[config.mk]
export PLATFORM = sky130hd
export DESIGN_NAME = fir_serial_gen_flat
export DESIGN_NICKNAME = d
export VERILOG_FILES = /design/src/rtl/fir_pkg.sv /design/src/rtl/fir_serial_gen_if.sv /design/src/rtl/fir_mac_sat.sv /design/src/rtl/fir_serial_gen.sv /design/src/flat_wrapper.sv
export SDC_FILE = /design/constraint.sdc
export NUM_CORES = 1
export LEC_CHECK = 0
export ABC_AREA = 1
export BUFFER_PORTS_ARGS = -buffer_cell sky130_fd_sc_hd__clkbuf_2
export CAP_MARGIN = 15
export CORE_ASPECT_RATIO = 0.8
export CORE_MARGIN = 8
export CORE_UTILIZATION = 60
export DETAILED_ROUTE_END_ITERATION = 10
export MAX_ROUTING_LAYER = met4
export PLACE_DENSITY = 0.8
export SLEW_MARGIN = 20
export SYNTH_ARGS = -nofsm -noshare
export SYNTH_HDL_FRONTEND = slang
export SYNTH_SLANG_ARGS = --single-unit
[constraint.sdc]
create_clock -name clk -period 5.2 [get_ports clk]
set_input_delay 0.26 -clock clk [delete_from_list [all_inputs] [get_ports clk]]
set_output_delay 0.26 -clock clk [all_outputs]
set_load 0.1 [all_outputs]
[src/rtl/fir_pkg.sv]
// Shared definitions for the serial FIR: state encoding, default taps and
// the small compile-time helpers used to size and address the datapath.
package fir_pkg;

    typedef enum logic [1:0] {
        ST_IDLE   = 2'd0,
        ST_CALC   = 2'd1,
        ST_OUT    = 2'd2,
        ST_CONFIG = 2'd3
    } fir_state_t;

    // Slice i is coefficient i: coef0 = -3, coef1 = 2, coef2 = 3.
    localparam logic [8:0] COEF_INIT_DEFAULT = {3'b011, 3'b010, 3'b101};

    function automatic int clog2(input int value);
        int r = 0;
        int v = value - 1;
        while (v > 0) begin
            r++;
            v = v >> 1;
        end
        return r;
    endfunction

    // Mirrored taps reuse the stored coefficients in reverse past the centre.
    function automatic int tap_coef_index(input int k, input int ntaps, input int len);
        return (k < ntaps) ? k : (len - 1 - k);
    endfunction

endpackage

[src/rtl/fir_serial_gen_if.sv]
// Sample-in / result-out handshake bundle of the serial FIR.
// The master side is the sample source plus downstream sink; the slave is the filter.
interface fir_serial_gen_if #(
    parameter int X_W = 8,
    parameter int Y_W = 11
);
    logic [X_W-1:0] x_n;
    logic           s_axis_fir_tvalid;
    logic           s_axis_fir_tready;
    logic           s_set_coeffs;
    logic [Y_W-1:0] m_axis_fir_tdata;
    logic           m_axis_fir_tvalid;
    logic           m_axis_fir_tready;

    modport master (
        output x_n, s_axis_fir_tvalid, s_set_coeffs, m_axis_fir_tready,
        input  s_axis_fir_tready, m_axis_fir_tdata, m_axis_fir_tvalid
    );

    modport slave (
        input  x_n, s_axis_fir_tvalid, s_set_coeffs, m_axis_fir_tready,
        output s_axis_fir_tready, m_axis_fir_tdata, m_axis_fir_tvalid
    );
endinterface

[src/rtl/fir_mac_sat.sv]
// Single signed multiply-accumulate with a look-ahead saturated view of the
// next accumulator value, so the final MAC result can be registered directly.
module fir_mac_sat #(
    parameter int COEF_W = 3,
    parameter int X_W    = 8,
    parameter int Y_W    = 11,
    parameter int ACC_W  = 14
) (
    input  logic                     clk,
    input  logic                     reset,
    input  logic                     clear,
    input  logic                     enable,
    input  logic signed [COEF_W-1:0] coef,
    input  logic signed [X_W-1:0]    sample,
    output logic signed [Y_W-1:0]    sat_next
);
    localparam int PW    = COEF_W + X_W;
    localparam int CMP_W = (ACC_W > Y_W) ? ACC_W : Y_W;
    localparam logic signed [CMP_W-1:0] Y_MAX = {{(CMP_W-Y_W+1){1'b0}}, {(Y_W-1){1'b1}}};
    localparam logic signed [CMP_W-1:0] Y_MIN = {{(CMP_W-Y_W+1){1'b1}}, {(Y_W-1){1'b0}}};

    logic signed [PW-1:0]    product;
    logic signed [ACC_W-1:0] acc;
    logic signed [ACC_W-1:0] acc_next;
    logic signed [CMP_W-1:0] acc_wide;

    // Full-precision product added to the accumulator, then clamped into the output range.
    always_comb begin
        product  = PW'(coef) * PW'(sample);
        acc_next = acc + ACC_W'(product);
        acc_wide = CMP_W'(acc_next);
        if (acc_wide > Y_MAX) begin
            sat_next = Y_MAX[Y_W-1:0];
        end else if (acc_wide < Y_MIN) begin
            sat_next = Y_MIN[Y_W-1:0];
        end else begin
            sat_next = acc_wide[Y_W-1:0];
        end
    end

    // Accumulator: cleared when a new sample is taken, advanced once per tap.
    always_ff @(posedge clk) begin
        if (reset || clear) begin
            acc <= '0;
        end else if (enable) begin
            acc <= acc_next;
        end
    end
endmodule

[src/rtl/fir_serial_gen.sv]
// Serial FIR: one accepted sample yields one saturated output after walking a
// single MAC across the (optionally mirrored) tap history.
module fir_serial_gen
    import fir_pkg::*;
#(
    parameter int                      COEF_W    = 3,
    parameter int                      NTAPS     = 3,
    parameter int                      X_W       = 8,
    parameter int                      Y_W       = 11,
    parameter int                      SYMMETRIC = 1,
    parameter logic [COEF_W*NTAPS-1:0] COEF_INIT = COEF_INIT_DEFAULT
) (
    input  logic           clk,
    input  logic           reset,
    fir_serial_gen_if.slave bus
);
    localparam int L     = (SYMMETRIC != 0) ? (2 * NTAPS - 1) : NTAPS;
    localparam int KW    = (clog2(L) > 0) ? clog2(L) : 1;
    localparam int CIW   = (clog2(NTAPS) > 0) ? clog2(NTAPS) : 1;
    localparam int ACC_W = X_W + COEF_W + clog2(L);

    fir_state_t               state;
    logic [KW-1:0]            k;
    logic signed [X_W-1:0]    dl [L];
    logic signed [COEF_W-1:0] coef [NTAPS];
    logic [Y_W-1:0]           tdata_q;
    logic                     tvalid_q;
    logic                     s_ready;
    logic                     accept;
    logic [CIW-1:0]           coef_idx;
    logic signed [COEF_W-1:0] mac_coef;
    logic signed [X_W-1:0]    mac_sample;
    logic signed [Y_W-1:0]    mac_sat_next;

    assign bus.s_axis_fir_tready = s_ready;
    assign bus.m_axis_fir_tdata  = tdata_q;
    assign bus.m_axis_fir_tvalid = tvalid_q;

    // Input side is only open in IDLE, and a coefficient-load request closes it.
    always_comb begin
        s_ready    = (state == ST_IDLE) && !bus.s_set_coeffs && !reset;
        accept     = s_ready && bus.s_axis_fir_tvalid;
        coef_idx   = CIW'(tap_coef_index(int'(k), NTAPS, L));
        mac_coef   = coef[coef_idx];
        mac_sample = dl[k];
    end

    fir_mac_sat #(
        .COEF_W(COEF_W),
        .X_W   (X_W),
        .Y_W   (Y_W),
        .ACC_W (ACC_W)
    ) u_mac (
        .clk     (clk),
        .reset   (reset),
        .clear   (accept),
        .enable  (state == ST_CALC),
        .coef    (mac_coef),
        .sample  (mac_sample),
        .sat_next(mac_sat_next)
    );

    // Control FSM together with the delay line, coefficient file and output register.
    always_ff @(posedge clk) begin
        if (reset) begin
            state    <= ST_IDLE;
            k        <= '0;
            tdata_q  <= '0;
            tvalid_q <= 1'b0;
            for (int i = 0; i < L; i++) dl[i] <= '0;
            for (int i = 0; i < NTAPS; i++) coef[i] <= COEF_INIT[i*COEF_W +: COEF_W];
        end else begin
            case (state)
                ST_IDLE: begin
                    if (bus.s_set_coeffs) begin
                        coef[0] <= bus.x_n[COEF_W-1:0];
                        for (int i = 1; i < NTAPS; i++) coef[i] <= coef[i-1];
                        state <= ST_CONFIG;
                    end else if (bus.s_axis_fir_tvalid) begin
                        dl[0] <= bus.x_n;
                        for (int i = 1; i < L; i++) dl[i] <= dl[i-1];
                        k     <= '0;
                        state <= ST_CALC;
                    end
                end
                ST_CALC: begin
                    k <= k + KW'(1);
                    if (k == KW'(L - 1)) begin
                        tdata_q  <= mac_sat_next;
                        tvalid_q <= 1'b1;
                        state    <= ST_OUT;
                    end
                end
                ST_OUT: begin
                    if (bus.m_axis_fir_tready) begin
                        tvalid_q <= 1'b0;
                        state    <= ST_IDLE;
                    end
                end
                ST_CONFIG: begin
                    if (bus.s_set_coeffs) begin
                        coef[0] <= bus.x_n[COEF_W-1:0];
                        for (int i = 1; i < NTAPS; i++) coef[i] <= coef[i-1];
                    end else begin
                        for (int i = 0; i < L; i++) dl[i] <= '0;
                        state <= ST_IDLE;
                    end
                end
                default: state <= ST_IDLE;
            endcase
        end
    end
endmodule
[src/flat_wrapper.sv]
// flat-port wrapper written by rule: the top's interface ports become plain ports
module fir_serial_gen_flat import fir_pkg::*;
#(
    parameter int                      COEF_W    = 3,
    parameter int                      NTAPS     = 3,
    parameter int                      X_W       = 8,
    parameter int                      Y_W       = 11,
    parameter int                      SYMMETRIC = 1,
    parameter logic [COEF_W*NTAPS-1:0] COEF_INIT = COEF_INIT_DEFAULT
)
  (clk, reset, bus_x_n, bus_s_axis_fir_tvalid, bus_s_set_coeffs, bus_m_axis_fir_tready, bus_s_axis_fir_tready, bus_m_axis_fir_tdata, bus_m_axis_fir_tvalid);
  fir_serial_gen_if #(.X_W(X_W), .Y_W(Y_W)) bus_i ();
  input  logic clk;
  input  logic reset;
  input wire logic [$bits(bus_i.x_n)-1:0] bus_x_n;
  input wire logic [$bits(bus_i.s_axis_fir_tvalid)-1:0] bus_s_axis_fir_tvalid;
  input wire logic [$bits(bus_i.s_set_coeffs)-1:0] bus_s_set_coeffs;
  input wire logic [$bits(bus_i.m_axis_fir_tready)-1:0] bus_m_axis_fir_tready;
  output wire logic [$bits(bus_i.s_axis_fir_tready)-1:0] bus_s_axis_fir_tready;
  output wire logic [$bits(bus_i.m_axis_fir_tdata)-1:0] bus_m_axis_fir_tdata;
  output wire logic [$bits(bus_i.m_axis_fir_tvalid)-1:0] bus_m_axis_fir_tvalid;
  assign bus_i.x_n = bus_x_n;
  assign bus_i.s_axis_fir_tvalid = bus_s_axis_fir_tvalid;
  assign bus_i.s_set_coeffs = bus_s_set_coeffs;
  assign bus_i.m_axis_fir_tready = bus_m_axis_fir_tready;
  assign bus_s_axis_fir_tready = bus_i.s_axis_fir_tready;
  assign bus_m_axis_fir_tdata = bus_i.m_axis_fir_tdata;
  assign bus_m_axis_fir_tvalid = bus_i.m_axis_fir_tvalid;
  fir_serial_gen #(.COEF_W(COEF_W), .NTAPS(NTAPS), .X_W(X_W), .Y_W(Y_W), .SYMMETRIC(SYMMETRIC), .COEF_INIT(COEF_INIT)) u_core (.clk(clk), .reset(reset), .bus(bus_i));
endmodule
==> out/summary.txt <==
Slew HR -> 56.7%
Post-cts hold buffer count -> 0
CTS-repair resized insts -> 0
Kind of critical path -> reg2reg
Ant. Diodes -> 0
CTS Root Cell -> clkbuf_8
Final hold vios -> 0
Mapped Area -> 5050 sq um
Detail Placement HPWL -> 8040 um
PortBufs -> 25
Number of distinct library cells after synthesis -> 33
DRT iter0 DRCs -> 258
Depth of the worst hold-timing path -> 3
CTS H-tree lvls -> 3
Worst EP required -> 5450 ps
RD Place Congestion -> 0.988
CP max-delay cell -> fa_1
CP Launch Type -> register
Initial Util -> 60.6%
Via/cell ratio -> 5.33
Final ANT Viol Nets -> 0
Rows -> 30
Gr usage total -> 19.6%
Crit-path most repeated cell -> inv_1
TritonCTS buffer count -> 9
Wirelength per Cell -> 14.1 um
Worst Setup SP -> u_core.k[0]
Reg2reg path depth -> 23
Net count, final -> 701
Fraction of registers with async set/reset -> 0%
Clock Latency Late Sink -> 370 ps
Number of global-route vias before repair -> 4033
Max-slew violation count -> 0
Critical-path cell list -> inv_1 > ha_4 > o22ai_4 > o21ai_0 > o21ai_1 > inv_1 > nand2_1 > fa_1 > fa_1 > fa_1 > inv_1 > ha_2 > inv_1 > fa_1 > inv_1 > nand3_1 > nand3_1 > nand2_1 > nand3_1 > nand2_2 > nand3b_4 > a21oi_4 > a21oi_1
Total negative slack -> 0 ps
Via count -> 4028
Die height -> 98.1 um
Commonest non-fill, non-tap cell in the layout -> inv_1
Hold crit path type -> in2reg
Period minus WS final -> 4780 ps
Final worst path period share -> 92.0%
Flop2flop setup slack -> 420 ps
Syn_nets -> 674
Crit path arrival time -> 5030 ps
DRC -> 0
Largest net degree at the start of global routing -> 41
Initial antenna violation count -> 0
F_max -> 0.209 GHz
RSZ-0062 raised after global routing -> false
Crit end category -> register
CTS max path bufs -> 2
CTS tree -> yes
Post-synth EDFFs -> 49
Mean Syn Cell Area -> 8.26 sq um
Synth Flop Type -> edfxtp_1
Worst slew pin tran -> 649 ps
Die W -> 119 um
DIE AREA -> 11600 sq um
Sequential share of the synthesized area -> 42.6%
Post-CTS setup repair buffer count -> 0
Layout cell share with drive strength beyond 1 -> 11.6%
Status -> complete, no violations
Clock Pin Slew Worst Setup and Hold Paths -> 100 ps
IO Count -> 26
Global-route wire length before repair -> 18200 um
Area Overhead vs Synth -> 9.43%
Core Box Area -> 8330 sq um
Clock Sinks -> 83
Synth warn -> 0
Detailed Routing Iterations Pass 1 -> 5
Flops & latches, synth -> 83
RR Startpoint -> u_core.k[0]
Most frequent cells in the layout -> inv_1 (118), nand2_1 (105), nor2_1 (94), edfxtp_1 (49)
MaxCap Viol Count -> 0
Critical path peak fanout -> 8
R2r endpoint -> u_core.bus.m_axis_fir_tdata[5]
Total grt overflow -> 0
Layout Skew -> 15.6 ps
Slowest stage delay, CP -> 570 ps
CP endpoint -> u_core.bus.m_axis_fir_tdata[5]
Syn Inst Count -> 612
Final hold slack -> 156 ps
Final setup violation count -> 0
Routed WL -> 10600 um
## per-layer routing
metal	vias up	routed length, um	track usage (%)
met2	118	5250	31.7
met3	15	603	4.21
met5	-	0	-
met4	0	125	6.11
met1	1909	4670	24.3
li1	1986	-	-
## sequential cells by signal, indices dropped and copies added (netlist names), named ones only
| register | cells |
|---|---|
| u_core.state | 2 |
| u_core.coef | 9 |
| u_core.k | 3 |
| u_core.bus.m_axis_fir_tvalid | 1 |
| u_core.dl | 40 |
| u_core.bus.m_axis_fir_tdata | 11 |
| u_core.u_mac.acc | 14 |
## cells in the mapped netlist, types with 5 or more instances
master | number | share of area [%]
a21oi_1 | 42 | 4.2
clkbuf_1 | 10 | 0.74
dfxtp_1 | 34 | 13
edfxtp_1 | 49 | 29
fa_1 | 20 | 7.9
ha_1 | 29 | 7.2
inv_1 | 119 | 8.8
nand2_1 | 106 | 7.9
nand2_2 | 5 | 0.62
nand3_1 | 13 | 1.3
nor2_1 | 94 | 7.0
o211ai_1 | 5 | 0.74
o21ai_0 | 42 | 4.2
or2_2 | 5 | 0.62
xnor2_1 | 5 | 0.87
## kinds of logic after synthesis
group	after synthesis	synth area share, %
AND/OR/NAND/NOR	232	19.0
buffers and inverters	134	10.0
AO/OA/AOI/OAI	105	11.8
flip-flops	83	42.6
adder cells (fa/ha/maj)	49	15.1
XOR/XNOR	9	1.56
## worst min path at each step
stage / endpoint / startpoint
after global placement: u_core.u_mac.acc[2] / u_core.u_mac.acc[2]
after detailed placement: u_core.u_mac.acc[2] / u_core.u_mac.acc[2]
after CTS: u_core.coef[0][0] / bus_x_n[0]
after floorplan: u_core.state[0] / bus_s_axis_fir_tvalid
final: u_core.coef[0][0] / bus_x_n[0]
after global routing: u_core.coef[0][2] / bus_x_n[2]
## area by class of cell
type | instances | area, sq um
tap | 112 | 140
timing repair buffer | 30 | 163
inverter | 120 | 450
fill | 728 | 2800
clock buffer | 9 | 124
clock inverter | 7 | 65.1
sequential | 83 | 2160
multi-input combinational | 395 | 2430
## stage by stage
stage | cell area [sq um] | utilization, % | setup WS, ps | cells
final | 5530 | 66.4 | 418 | 756
after global routing | 5530 | 66.4 | 67.0 | 756
after CTS | 5490 | 65.9 | 115 | 756
after detailed placement | 5300 | 63.6 | 136 | 740
after global placement | 5300 | 63.6 | 371 | 740
after floorplan | 5050 | - | 436 | 612
## critical path, delay by kind of cell, from the launching register on
kind	cells	cell delay [ps]
adders and majority gates	6	2390
and+or+nand+nor	7	740
AOI/OAI and AO/OA	5	620
buffers and inverters	5	490
DFF	1	390
Power is not shown: default switching activity piles up to over one toggle a cycle in this logic, so the estimate is an artifact.
